### src/rtl/m_dram_arbiter_pkg.sv
// Shared types and constants for the DRAM port arbiter: FSM encoding,
// requester ids, bus widths and the error read-data pattern.
package m_dram_arbiter_pkg;

  localparam int ADDR_W = 32;
  localparam int DATA_W = 32;
  localparam int N_RQ   = 3;

  typedef enum logic [1:0] {
    S_IDLE  = 2'd0,
    S_ISSUE = 2'd1,
    S_WAIT  = 2'd2,
    S_RESP  = 2'd3
  } state_e;

  typedef logic [1:0] rq_id_t;

  localparam rq_id_t RQ_INIT = 2'd0;
  localparam rq_id_t RQ_PTW  = 2'd1;
  localparam rq_id_t RQ_CORE = 2'd2;

  localparam logic [DATA_W-1:0] ERR_DATA_DEF = 32'hDEADBEEF;

  // Completion strobe for a granted requester; an unknown id yields no ack.
  function automatic logic [N_RQ-1:0] id_to_onehot(input rq_id_t id);
    case (id)
      RQ_INIT: id_to_onehot = 3'b001;
      RQ_PTW:  id_to_onehot = 3'b010;
      RQ_CORE: id_to_onehot = 3'b100;
      default: id_to_onehot = 3'b000;
    endcase
  endfunction

endpackage

### src/rtl/m_dram_arbiter_if.sv
// Requester, DRAM command and status signals of the arbiter, bundled.
// master = arbiter side, slave = requesters/DRAM side.
interface m_dram_arbiter_if;
  import m_dram_arbiter_pkg::*;

  logic                     w_init_done;
  logic [N_RQ-1:0]          w_rq_req;
  logic [N_RQ*ADDR_W-1:0]   w_rq_addr;
  logic [N_RQ-1:0]          w_rq_we;
  logic [N_RQ*DATA_W-1:0]   w_rq_wdata;
  logic [N_RQ-1:0]          w_rq_ack;
  logic [DATA_W-1:0]        w_rq_rdata;
  logic                     w_mem_valid;
  logic                     w_mem_ready;
  logic [ADDR_W-1:0]        w_mem_addr;
  logic                     w_mem_we;
  logic [DATA_W-1:0]        w_mem_wdata;
  logic                     w_mem_done;
  logic [DATA_W-1:0]        w_mem_rdata;
  logic                     w_busy;
  logic                     w_err;
  logic [1:0]               w_err_id;

  modport master (
    input  w_init_done, w_rq_req, w_rq_addr, w_rq_we, w_rq_wdata,
           w_mem_ready, w_mem_done, w_mem_rdata,
    output w_rq_ack, w_rq_rdata, w_mem_valid, w_mem_addr, w_mem_we,
           w_mem_wdata, w_busy, w_err, w_err_id
  );

  modport slave (
    output w_init_done, w_rq_req, w_rq_addr, w_rq_we, w_rq_wdata,
           w_mem_ready, w_mem_done, w_mem_rdata,
    input  w_rq_ack, w_rq_rdata, w_mem_valid, w_mem_addr, w_mem_we,
           w_mem_wdata, w_busy, w_err, w_err_id
  );

endinterface

### src/rtl/m_dram_arbiter_rrsel.sv
// Two-way round-robin picker between the page-table walker (req[0]) and
// the core (req[1]); winner=1 selects the core.
module m_dram_arbiter_rrsel (
  input  logic [1:0] req,
  input  logic       last,
  output logic       gnt_valid,
  output logic       winner
);

  // On a tie, the side not granted last wins; last=1 means the core went last.
  always_comb begin
    gnt_valid = |req;
    case (req)
      2'b01:   winner = 1'b0;
      2'b10:   winner = 1'b1;
      2'b11:   winner = ~last;
      default: winner = 1'b0;
    endcase
  end

endmodule

### src/rtl/m_dram_arbiter.sv
// Single-outstanding DRAM port arbiter: loader-only until init completes, then
// round-robin between walker and core, with a watchdog forcing error completion.
module m_dram_arbiter
  import m_dram_arbiter_pkg::*;
#(
  parameter int                TIMEOUT  = 1024,
  parameter logic [DATA_W-1:0] ERR_DATA = ERR_DATA_DEF
) (
  input  logic             CLK,
  input  logic             RST_X,
  m_dram_arbiter_if.master bus
);

  localparam int              CNT_W    = $clog2(TIMEOUT);
  localparam logic [CNT_W-1:0] CNT_LAST = CNT_W'(TIMEOUT - 1);
  localparam logic [CNT_W-1:0] CNT_ONE  = CNT_W'(1);

  state_e            state_q, state_d;
  rq_id_t            id_q, id_d;
  logic [ADDR_W-1:0] addr_q, addr_d;
  logic              we_q, we_d;
  logic [DATA_W-1:0] wdata_q, wdata_d;
  logic [DATA_W-1:0] rdata_q, rdata_d;
  logic [CNT_W-1:0]  cnt_q, cnt_d;
  logic              err_q, err_d;
  rq_id_t            err_id_q, err_id_d;
  logic              rr_last_q, rr_last_d;

  logic              rr_gnt_s;
  logic              rr_win_s;
  logic              grant_s;
  rq_id_t            win_id_s;
  logic [ADDR_W-1:0] sel_addr_s;
  logic              sel_we_s;
  logic [DATA_W-1:0] sel_wdata_s;
  logic              done_s;
  logic              timeout_s;

  m_dram_arbiter_rrsel u_rrsel (
    .req       (bus.w_rq_req[2:1]),
    .last      (rr_last_q),
    .gnt_valid (rr_gnt_s),
    .winner    (rr_win_s)
  );

  // Eligibility gating by init phase and winner id.
  always_comb begin
    if (bus.w_init_done) begin
      grant_s  = rr_gnt_s;
      win_id_s = rr_win_s ? RQ_CORE : RQ_PTW;
    end else begin
      grant_s  = bus.w_rq_req[0];
      win_id_s = RQ_INIT;
    end
  end

  // Winner's command fields out of the packed requester buses.
  always_comb begin
    case (win_id_s)
      RQ_PTW: begin
        sel_addr_s  = bus.w_rq_addr[ADDR_W +: ADDR_W];
        sel_we_s    = bus.w_rq_we[1];
        sel_wdata_s = bus.w_rq_wdata[DATA_W +: DATA_W];
      end
      RQ_CORE: begin
        sel_addr_s  = bus.w_rq_addr[2*ADDR_W +: ADDR_W];
        sel_we_s    = bus.w_rq_we[2];
        sel_wdata_s = bus.w_rq_wdata[2*DATA_W +: DATA_W];
      end
      default: begin
        sel_addr_s  = bus.w_rq_addr[ADDR_W-1:0];
        sel_we_s    = bus.w_rq_we[0];
        sel_wdata_s = bus.w_rq_wdata[DATA_W-1:0];
      end
    endcase
  end

  // Completion (done only counts once the command was accepted) and watchdog expiry.
  always_comb begin
    case (state_q)
      S_ISSUE: done_s = bus.w_mem_ready && bus.w_mem_done;
      S_WAIT:  done_s = bus.w_mem_done;
      default: done_s = 1'b0;
    endcase
    if ((state_q == S_ISSUE) || (state_q == S_WAIT)) begin
      timeout_s = (cnt_q == CNT_LAST) && !done_s;
    end else begin
      timeout_s = 1'b0;
    end
  end

  // Next-state logic.
  always_comb begin
    state_d = state_q;
    case (state_q)
      S_IDLE: begin
        if (grant_s) state_d = S_ISSUE;
        else         state_d = S_IDLE;
      end
      S_ISSUE: begin
        if (done_s || timeout_s)   state_d = S_RESP;
        else if (bus.w_mem_ready)  state_d = S_WAIT;
        else                       state_d = S_ISSUE;
      end
      S_WAIT: begin
        if (done_s || timeout_s) state_d = S_RESP;
        else                     state_d = S_WAIT;
      end
      S_RESP:  state_d = S_IDLE;
      default: state_d = S_IDLE;
    endcase
  end

  // Command latch, watchdog count, read-data capture, error and RR bookkeeping.
  always_comb begin
    id_d      = id_q;
    addr_d    = addr_q;
    we_d      = we_q;
    wdata_d   = wdata_q;
    rdata_d   = rdata_q;
    cnt_d     = cnt_q;
    err_d     = err_q;
    err_id_d  = err_id_q;
    rr_last_d = rr_last_q;
    case (state_q)
      S_IDLE: begin
        if (grant_s) begin
          id_d    = win_id_s;
          addr_d  = sel_addr_s;
          we_d    = sel_we_s;
          wdata_d = sel_wdata_s;
          cnt_d   = {CNT_W{1'b0}};
          if (bus.w_init_done) rr_last_d = rr_win_s;
          else                 rr_last_d = rr_last_q;
        end else begin
          cnt_d = cnt_q;
        end
      end
      S_ISSUE, S_WAIT: begin
        cnt_d = cnt_q + CNT_ONE;
        if (done_s) begin
          rdata_d = bus.w_mem_rdata;
        end else if (timeout_s) begin
          rdata_d  = ERR_DATA;
          err_d    = 1'b1;
          err_id_d = id_q;
        end else begin
          rdata_d = rdata_q;
        end
      end
      default: begin
        cnt_d = cnt_q;
      end
    endcase
  end

  // State and datapath registers; RR pointer resets so the walker wins the first tie.
  always_ff @(posedge CLK) begin
    if (!RST_X) begin
      state_q   <= S_IDLE;
      id_q      <= RQ_INIT;
      addr_q    <= {ADDR_W{1'b0}};
      we_q      <= 1'b0;
      wdata_q   <= {DATA_W{1'b0}};
      rdata_q   <= {DATA_W{1'b0}};
      cnt_q     <= {CNT_W{1'b0}};
      err_q     <= 1'b0;
      err_id_q  <= RQ_INIT;
      rr_last_q <= 1'b1;
    end else begin
      state_q   <= state_d;
      id_q      <= id_d;
      addr_q    <= addr_d;
      we_q      <= we_d;
      wdata_q   <= wdata_d;
      rdata_q   <= rdata_d;
      cnt_q     <= cnt_d;
      err_q     <= err_d;
      err_id_q  <= err_id_d;
      rr_last_q <= rr_last_d;
    end
  end

  // Outputs decoded from registered state only.
  always_comb begin
    bus.w_mem_valid = (state_q == S_ISSUE);
    bus.w_busy      = (state_q != S_IDLE);
    if (state_q == S_RESP) bus.w_rq_ack = id_to_onehot(id_q);
    else                   bus.w_rq_ack = 3'b000;
    bus.w_rq_rdata  = rdata_q;
    bus.w_mem_addr  = addr_q;
    bus.w_mem_we    = we_q;
    bus.w_mem_wdata = wdata_q;
    bus.w_err       = err_q;
    bus.w_err_id    = err_id_q;
  end

endmodule
### src/flat_wrapper.sv
// flat-port wrapper written by rule: the top's interface ports become plain ports
module m_dram_arbiter_flat import m_dram_arbiter_pkg::*;
#(
  parameter int                TIMEOUT  = 1024,
  parameter logic [DATA_W-1:0] ERR_DATA = ERR_DATA_DEF
)
  (CLK, RST_X, bus_w_init_done, bus_w_rq_req, bus_w_rq_addr, bus_w_rq_we, bus_w_rq_wdata, bus_w_mem_ready, bus_w_mem_done, bus_w_mem_rdata, bus_w_rq_ack, bus_w_rq_rdata, bus_w_mem_valid, bus_w_mem_addr, bus_w_mem_we, bus_w_mem_wdata, bus_w_busy, bus_w_err, bus_w_err_id);
  m_dram_arbiter_if bus_i ();
  input  logic CLK;
  input  logic RST_X;
  input wire logic [$bits(bus_i.w_init_done)-1:0] bus_w_init_done;
  input wire logic [$bits(bus_i.w_rq_req)-1:0] bus_w_rq_req;
  input wire logic [$bits(bus_i.w_rq_addr)-1:0] bus_w_rq_addr;
  input wire logic [$bits(bus_i.w_rq_we)-1:0] bus_w_rq_we;
  input wire logic [$bits(bus_i.w_rq_wdata)-1:0] bus_w_rq_wdata;
  input wire logic [$bits(bus_i.w_mem_ready)-1:0] bus_w_mem_ready;
  input wire logic [$bits(bus_i.w_mem_done)-1:0] bus_w_mem_done;
  input wire logic [$bits(bus_i.w_mem_rdata)-1:0] bus_w_mem_rdata;
  output wire logic [$bits(bus_i.w_rq_ack)-1:0] bus_w_rq_ack;
  output wire logic [$bits(bus_i.w_rq_rdata)-1:0] bus_w_rq_rdata;
  output wire logic [$bits(bus_i.w_mem_valid)-1:0] bus_w_mem_valid;
  output wire logic [$bits(bus_i.w_mem_addr)-1:0] bus_w_mem_addr;
  output wire logic [$bits(bus_i.w_mem_we)-1:0] bus_w_mem_we;
  output wire logic [$bits(bus_i.w_mem_wdata)-1:0] bus_w_mem_wdata;
  output wire logic [$bits(bus_i.w_busy)-1:0] bus_w_busy;
  output wire logic [$bits(bus_i.w_err)-1:0] bus_w_err;
  output wire logic [$bits(bus_i.w_err_id)-1:0] bus_w_err_id;
  assign bus_i.w_init_done = bus_w_init_done;
  assign bus_i.w_rq_req = bus_w_rq_req;
  assign bus_i.w_rq_addr = bus_w_rq_addr;
  assign bus_i.w_rq_we = bus_w_rq_we;
  assign bus_i.w_rq_wdata = bus_w_rq_wdata;
  assign bus_i.w_mem_ready = bus_w_mem_ready;
  assign bus_i.w_mem_done = bus_w_mem_done;
  assign bus_i.w_mem_rdata = bus_w_mem_rdata;
  assign bus_w_rq_ack = bus_i.w_rq_ack;
  assign bus_w_rq_rdata = bus_i.w_rq_rdata;
  assign bus_w_mem_valid = bus_i.w_mem_valid;
  assign bus_w_mem_addr = bus_i.w_mem_addr;
  assign bus_w_mem_we = bus_i.w_mem_we;
  assign bus_w_mem_wdata = bus_i.w_mem_wdata;
  assign bus_w_busy = bus_i.w_busy;
  assign bus_w_err = bus_i.w_err;
  assign bus_w_err_id = bus_i.w_err_id;
  m_dram_arbiter #(.TIMEOUT(TIMEOUT), .ERR_DATA(ERR_DATA)) u_core (.CLK(CLK), .RST_X(RST_X), .bus(bus_i));
endmodule
### config.mk
export PLATFORM = sky130hd
export DESIGN_NAME = m_dram_arbiter_flat
export DESIGN_NICKNAME = d
export VERILOG_FILES = /design/src/rtl/m_dram_arbiter_pkg.sv /design/src/rtl/m_dram_arbiter_if.sv /design/src/rtl/m_dram_arbiter_rrsel.sv /design/src/rtl/m_dram_arbiter.sv /design/src/flat_wrapper.sv
export SDC_FILE = /design/constraint.sdc
export NUM_CORES = 1
export LEC_CHECK = 0
export ABC_AREA = 1
export CAP_MARGIN = 5
export CORE_AREA = 4 4 131 133
export CTS_BUF_LIST = sky130_fd_sc_hd__clkbuf_2
export DETAILED_ROUTE_END_ITERATION = 8
export DIE_AREA = 0 0 135 137
export GPL_ROUTABILITY_DRIVEN = 0
export PLACE_DENSITY_LB_ADDON = 0.12
export SYNTH_ARGS = -nofsm -noshare
export SYNTH_HDL_FRONTEND = slang
export SYNTH_SLANG_ARGS = --single-unit
### constraint.sdc
create_clock -name CLK -period 4.25 [get_ports CLK]
set_input_delay 0.425 -clock CLK [delete_from_list [all_inputs] [get_ports CLK]]
set_output_delay 0.425 -clock CLK [all_outputs]
set_load 0.02 [all_outputs]
Yosys cells after proc, flatten, opt, wreduce, memory -nomap -nowiden
Index checks and enable logic that the tools add are counted.

Muxes and demuxes: 20. $add $sub $neg: 1. Reduce and logical (&&, ||, !) cells: 17. Equality and inequality tests: 11. Order comparisons: 0. Divide/modulo/power cells: 0. Shifts and indexed selects: 0. Multipliers: 0. Bitwise gates (word level): 2.

Operators with widths (count): $pmux W32 S2 (2); $mux W32 (2); $pmux W10 S2 (1); $eq A2 B2 Y1 const B (6); $add A10 B1 Y10 const B (1); $eq A10 B10 Y1 const B (1); $mux W10 (1); $pmux W3 S3 (1); $mux W2 (4); $pmux W2 S4 (1); $eq A2 B1 Y1 const B (3); $pmux W1 S2 (3); $reduce_and A2 Y1 (3); $reduce_and A3 Y1 (2); $reduce_bool A2 Y1 (3); $logic_not A2 Y1 (2); $mux W1 (4); $reduce_or A2 Y1 (2); $mux W3 (1); $logic_and A1 B1 Y1 (2); $logic_or A1 B1 Y1 (2); $ne A2 B1 Y1 const B (1); $not A1 Y1 (2); $logic_not A1 Y1 (1).

Memory bits (writable): 0. Bits in registers: 115. Input bits: 235. ROM bits: 0. Logic and storage cells: 61. Latch bits: 0. Memories kept: 0. Output and inout port bits: 105.

Logic depth before layout (Yosys ltp)
Depth after elaboration: 8. Gate-level depth with buffers: 11. Mapped depth without buffers: 11.

Modules after synthesis
From an unflattened synthesis, not the netlist that was laid out.

Cells, all modules: 719. Area, all modules: 5303.8 µm².

Modules (own cells, without submodules): m_dram_arbiter (area each 5288.8 µm², times used 1, seq. area each 2302.2 µm², cells an instance 716); m_dram_arbiter_rrsel (area each 15.0 µm², times used 1, seq. area each 0.0 µm², cells an instance 3).

Worst setup path before layout
OpenSTA, ideal clock, no wires.

Path type: register to register. From: register u_core.state_q[0]. To: register u_core.rdata_q[10], in the netlist u_core.bus.w_rq_rdata[10]. Library setup time: 58 ps. Cell stages (with the launch flop): 11. Required time: 4192 ps. Setup slack: 2593 ps. Arrival: 1599 ps. Path through: dfxtp_1 -> inv_1 -> ha_1 -> buf_2 -> nand3_1 -> nor2_2 -> nand2_4 -> buf_2 -> nand3b_1 -> o211ai_1 -> inv_1.

Word-level cells in the longest chain between the ends: 7. Elaborated cells between the ends (all ways): 11.

Ends and longest elaborated chain: start, declared (line m_dram_arbiter.sv:18) `state_e state_q, state_d;`; start signal, assigned (line m_dram_arbiter.sv:171) `state_q <= state_d;`; $eq A2 B2 Y1 / $eq A2 B1 Y1 (equally long branches) (line m_dram_arbiter.sv:80, m_dram_arbiter.sv:85, m_dram_arbiter.sv:125); $pmux W1 S2 (line m_dram_arbiter.sv:80) `case (state_q)`; $logic_not A1 Y1 (line m_dram_arbiter.sv:86) `timeout_s = (cnt_q == CNT_LAST) && !done_s;`; $logic_and A1 B1 Y1 (line m_dram_arbiter.sv:86); $mux W1 (line m_dram_arbiter.sv:85) `if ((state_q == S_ISSUE) || (state_q == S_WAIT)) begin`; $reduce_bool A2 Y1 (no source line); $reduce_and A2 Y1 (no source line); end signal, assigned (line m_dram_arbiter.sv:165) `rdata_q <= {DATA_W{1'b0}};`; end signal, assigned (line m_dram_arbiter.sv:176) `rdata_q <= rdata_d;`; end, declared (line m_dram_arbiter.sv:23) `logic [DATA_W-1:0] rdata_q, rdata_d;`.

Parallel ways exist; a longest one is shown, timed or not. A chain may end at the register's enable or synchronous reset.

Final worst setup path
From: register u_core.state_q[0]. To: output bus_w_rq_ack[2].

Word-level cells in the longest chain between the ends: 2.

Ends and longest elaborated chain: $eq A2 B2 Y1 (line m_dram_arbiter.sv:188) `if (state_q == S_RESP) bus.w_rq_ack = id_to_onehot(id_q);`; $mux W3 (line m_dram_arbiter.sv:188); end, declared (line flat_wrapper.sv:19) `output wire logic [$bits(bus_i.w_rq_ack)-1:0] bus_w_rq_ack;`.

Every way passes these cells.

==> results.md <==
- Cell internal pwr: 0.00201 W
- Num CTS Buffers: 17
- Routed len/inst: 18.0 um
- Die ar.: 0.0185 sq mm
- Routed Antenna Nets: 0
- CP Buf/Inv Count: 2
- Worst Hold Class: primary input to register
- Via count: 6447
- Yosys top cell area share: 0.423
- Initial antenna violation count: 3
- FF-to-FF End: u_core.bus.w_mem_addr[4]
- Post-route setup slack: 1.61 ns
- Die height: 137 um
- Clock sink count: 115
- CTS clock-pin slew for the worst setup and hold paths: 0.16 ns
- Hold Startpoint: bus_w_init_done
- Slowest stage cell, crit path: clkdlybuf4s50_1
- Max-slew headroom: 0.302
- Syn Inst Count: 734
- Multi-input logic area: 0.00266 sq mm
- Root Driver: clkbuf_2
- CTS tree: yes
- CTS resizes: 0
- Share of cells above drive strength 1: 0.0515
- Gr usage total: 0.239
- Synth unique cells: 27
- Critical Path Sink Type: output pin
- Area Overhead vs Synth: 68.3%
- Synth Net Count: 974
- CP startpoint kind: register
- Worst Path Max Fanout: 4
- Vias in the first global route: 6288
- # DRC: 0
- Post-layout min period: 2.64 ns
- Slew @ Worst Pin: 1.04 ns
- Clk pwr share: 0.305
- FF-to-FF setup slack: 1.86 ns
- Port Buffers: 339
- Sequential area share after synthesis: 0.423
- Most area-consuming cells after synthesis: dfxtp_1 (42%), a21oi_1 (8.1%), nand3_1 (8.0%)
- CP top delay family: buffers and inverters
- Peak VDD IR: 0.166 mV
- Outcome: complete, no violations
- Yosys warnings: 0
- Detailed Routing Iterations Pass 1: 4
- WHS: 0.229 ns
- Post-CTS Setup Repair Bufs: 0
- CTS max path bufs: 2
- Setup tns final: 0 ns
- Hold_buf cts: 0
- Max Clock Skew: 0.0326 ns
- Final Cycle Share: 0.622
- R2R depth: 10
- Power Density: 312 mW/mm^2
- DIE WIDTH: 135 um
- FF+latch area: 0.00230 sq mm
- Ports: 340
- Filler cells: 1536
- Crit Path Class: register to output pin
- DR iter-0 viols: 274
- Std cell rows: 46
- Req. time, crit path: 3.83 ns
- Initial core utilization: 0.344
- Slew Viols, Final: 0
- P_leak: 3.59 nW
- Final Hold Fails: 0
- Sw Share: 0.297
- H-tree lvl count: 4
- Largest net degree at the start of global routing: 95
- Routed WL: 22800 um
- RSZ-0062 raised after global routing: false
- Worst r2r src: u_core.state_q[0]
- Slowest stage delay, CP: 0.66 ns
- Max-cap violations: 0
- Fmax: 378 MHz
- Detail Placement HPWL: 15900 um
- Levels on crit path: 4
- Core Area: 0.0158 sq mm
- Register share of total power: 0.421
- Seq cells post-synth: 115
- Power share of the combinational group: 0.275
- Grt ovf: 0
- NetSw: 0.000847 W
- Mapped Area: 0.00544 sq mm
- Final setup viols: 0
- First-pass GRT wire length: 34300 um
- Place WS: 1.70 ns
- Worst setup endpoint: bus_w_rq_ack[2]
- Later-pin clock latency in the skew report: 0.69 ns
- CP arrival: 2.22 ns
- Mean number of vias per cell: 5.08
- Cell type with the largest total area after synthesis: dfxtp_1
- Syn Area/Cell: 7.42 sq um
- Nets: 1276
- Crit. Startpoint: u_core.state_q[0]
- Crit-path cells: ha_1 > inv_1 > nor3b_1 > clkdlybuf4s50_1
==> cell families after synthesis <==
logic type,after synthesis,share of synthesized area
DFF,115,0.423
buffers and inverters,114,0.0901
adders and majority gates,5,0.0115
and+or+nand+nor,249,0.217
AOI/OAI and AO/OA,251,0.258
==> worst min-delay path, delay by kind of cell <==
| kind | cells | cell delay, ns |
|---|---|---|
| buf+inv | 2 | 0.16 |
| compound gates | 2 | 0.22 |
| simple gates | 1 | 0.05 |
==> power by group through the flow <==
stage          logic, W  registers, W  clock network (W)
2_1_floorplan  0.000251       0.00131                  0
3_3_place_gp   0.000787       0.00122                  0
3_5_place_dp   0.000785       0.00122                  0
4_1_cts        0.000789       0.00120           0.000901
5_1_grt        0.000846       0.00121           0.000951
6_report       0.000784       0.00120           0.000870
==> placed cells by master (no fill, tap or decap) <==
| master | netlist | layout |
|---|---|---|
| o211ai_1 | 24 | 24 |
| nor3b_1 | 2 | 2 |
| nor2_2 | 1 | 1 |
| o21ai_2 | 1 | 1 |
| bufinv_16 | 0 | 5 |
| inv_1 | 42 | 42 |
| nor2_1 | 16 | 15 |
| o21bai_1 | 2 | 2 |
| buf_4 | 6 | 8 |
| nand4_1 | 6 | 6 |
| dfxtp_1 | 115 | 115 |
| buf_2 | 20 | 2 |
| nor2_4 | 1 | 2 |
| inv_2 | 6 | 6 |
| o21ai_0 | 51 | 51 |
| o21ai_1 | 20 | 20 |
| clkinv_4 | 0 | 1 |
| nand2_2 | 0 | 2 |
| nand2_4 | 2 | 2 |
| clkbuf_2 | 0 | 20 |
| nor3_1 | 1 | 1 |
| a21oi_1 | 88 | 88 |
| clkdlybuf4s50_1 | 0 | 337 |
| clkinv_1 | 2 | 4 |
| nand3b_1 | 24 | 24 |
| clkinv_2 | 0 | 4 |
| nand2_1 | 109 | 107 |
| ha_1 | 5 | 5 |
| nand3_1 | 87 | 87 |
| a31oi_1 | 65 | 65 |
| diode_2 | 0 | 3 |
==> worst min path at each step <==
stage / to / slack, ns / depth (start not counted)
finish: u_core.rr_last_q / 0.23 / 5
CTS: u_core.rr_last_q / 0.14 / 5
floorplan: u_core.rr_last_q / 0.44 / 2
detailed placement: u_core.bus.w_err / 0.44 / 2
global placement: u_core.bus.w_err / 0.44 / 2
global route: u_core.rr_last_q / 0.17 / 5
==> cells in the mapped netlist <==
cell type / n
nand2_4: 2
o211ai_1: 24
o21ai_2: 1
nand4_1: 6
clkinv_1: 2
buf_4: 6
nor2_4: 1
o21bai_1: 2
inv_1: 42
a31oi_1: 65
buf_2: 20
nand3b_1: 24
nor2_2: 1
nor3b_1: 2
nand2_1: 109
nand3_1: 87
o21ai_0: 51
a21oi_1: 88
nor3_1: 1
inv_2: 6
o21ai_1: 20
clkbuf_1: 33
buf_6: 2
ha_1: 5
buf_1: 3
nor2_1: 16
dfxtp_1: 115
==> metal layers <==
layer | GRT usage | up-vias | part of all wire
met4 | 0.0969 | 0 | 0.030
met5 | 0 | - | 0
met3 | 0.0901 | 40 | 0.087
li1 | - | 3198 | -
met1 | 0.273 | 2974 | 0.39
met2 | 0.405 | 235 | 0.49
==> registers in the layout, indices dropped and copies added (netlist names), named ones only <==
register and cells:
u_core.bus.w_err 1, u_core.bus.w_rq_rdata 32, u_core.bus.w_err_id 2, u_core.state_q 1, u_core.cnt_q 10, u_core.bus.w_mem_addr 32, u_core.rr_last_q 1, u_core.bus.w_mem_we 1
u_core.bus.w_mem_wdata 32, u_core.id_q 2
==> area by class of cell <==
cell class,instances,share of cell area
tap,216,0.0295
multi-input combinational,505,0.291
sequential,115,0.251
clock buffer,20,0.0109
timing repair buffer,347,0.376
inverter,50,0.0205
clock inverter,12,0.0203
antenna,3,0.000819
==> metrics by stage <==
step           utilization  power [W]  cell area (sq um)  instances
5_1_grt              0.579    0.00301               9160       1268
6_report             0.579    0.00285               9160       1268
2_1_floorplan            -    0.00156               5440        734
4_1_cts              0.578    0.00289               9150       1265
3_3_place_gp         0.560    0.00201               8870       1233
3_5_place_dp         0.560    0.00201               8870       1233
No activity file was read; power rests on OpenSTA's default activity.
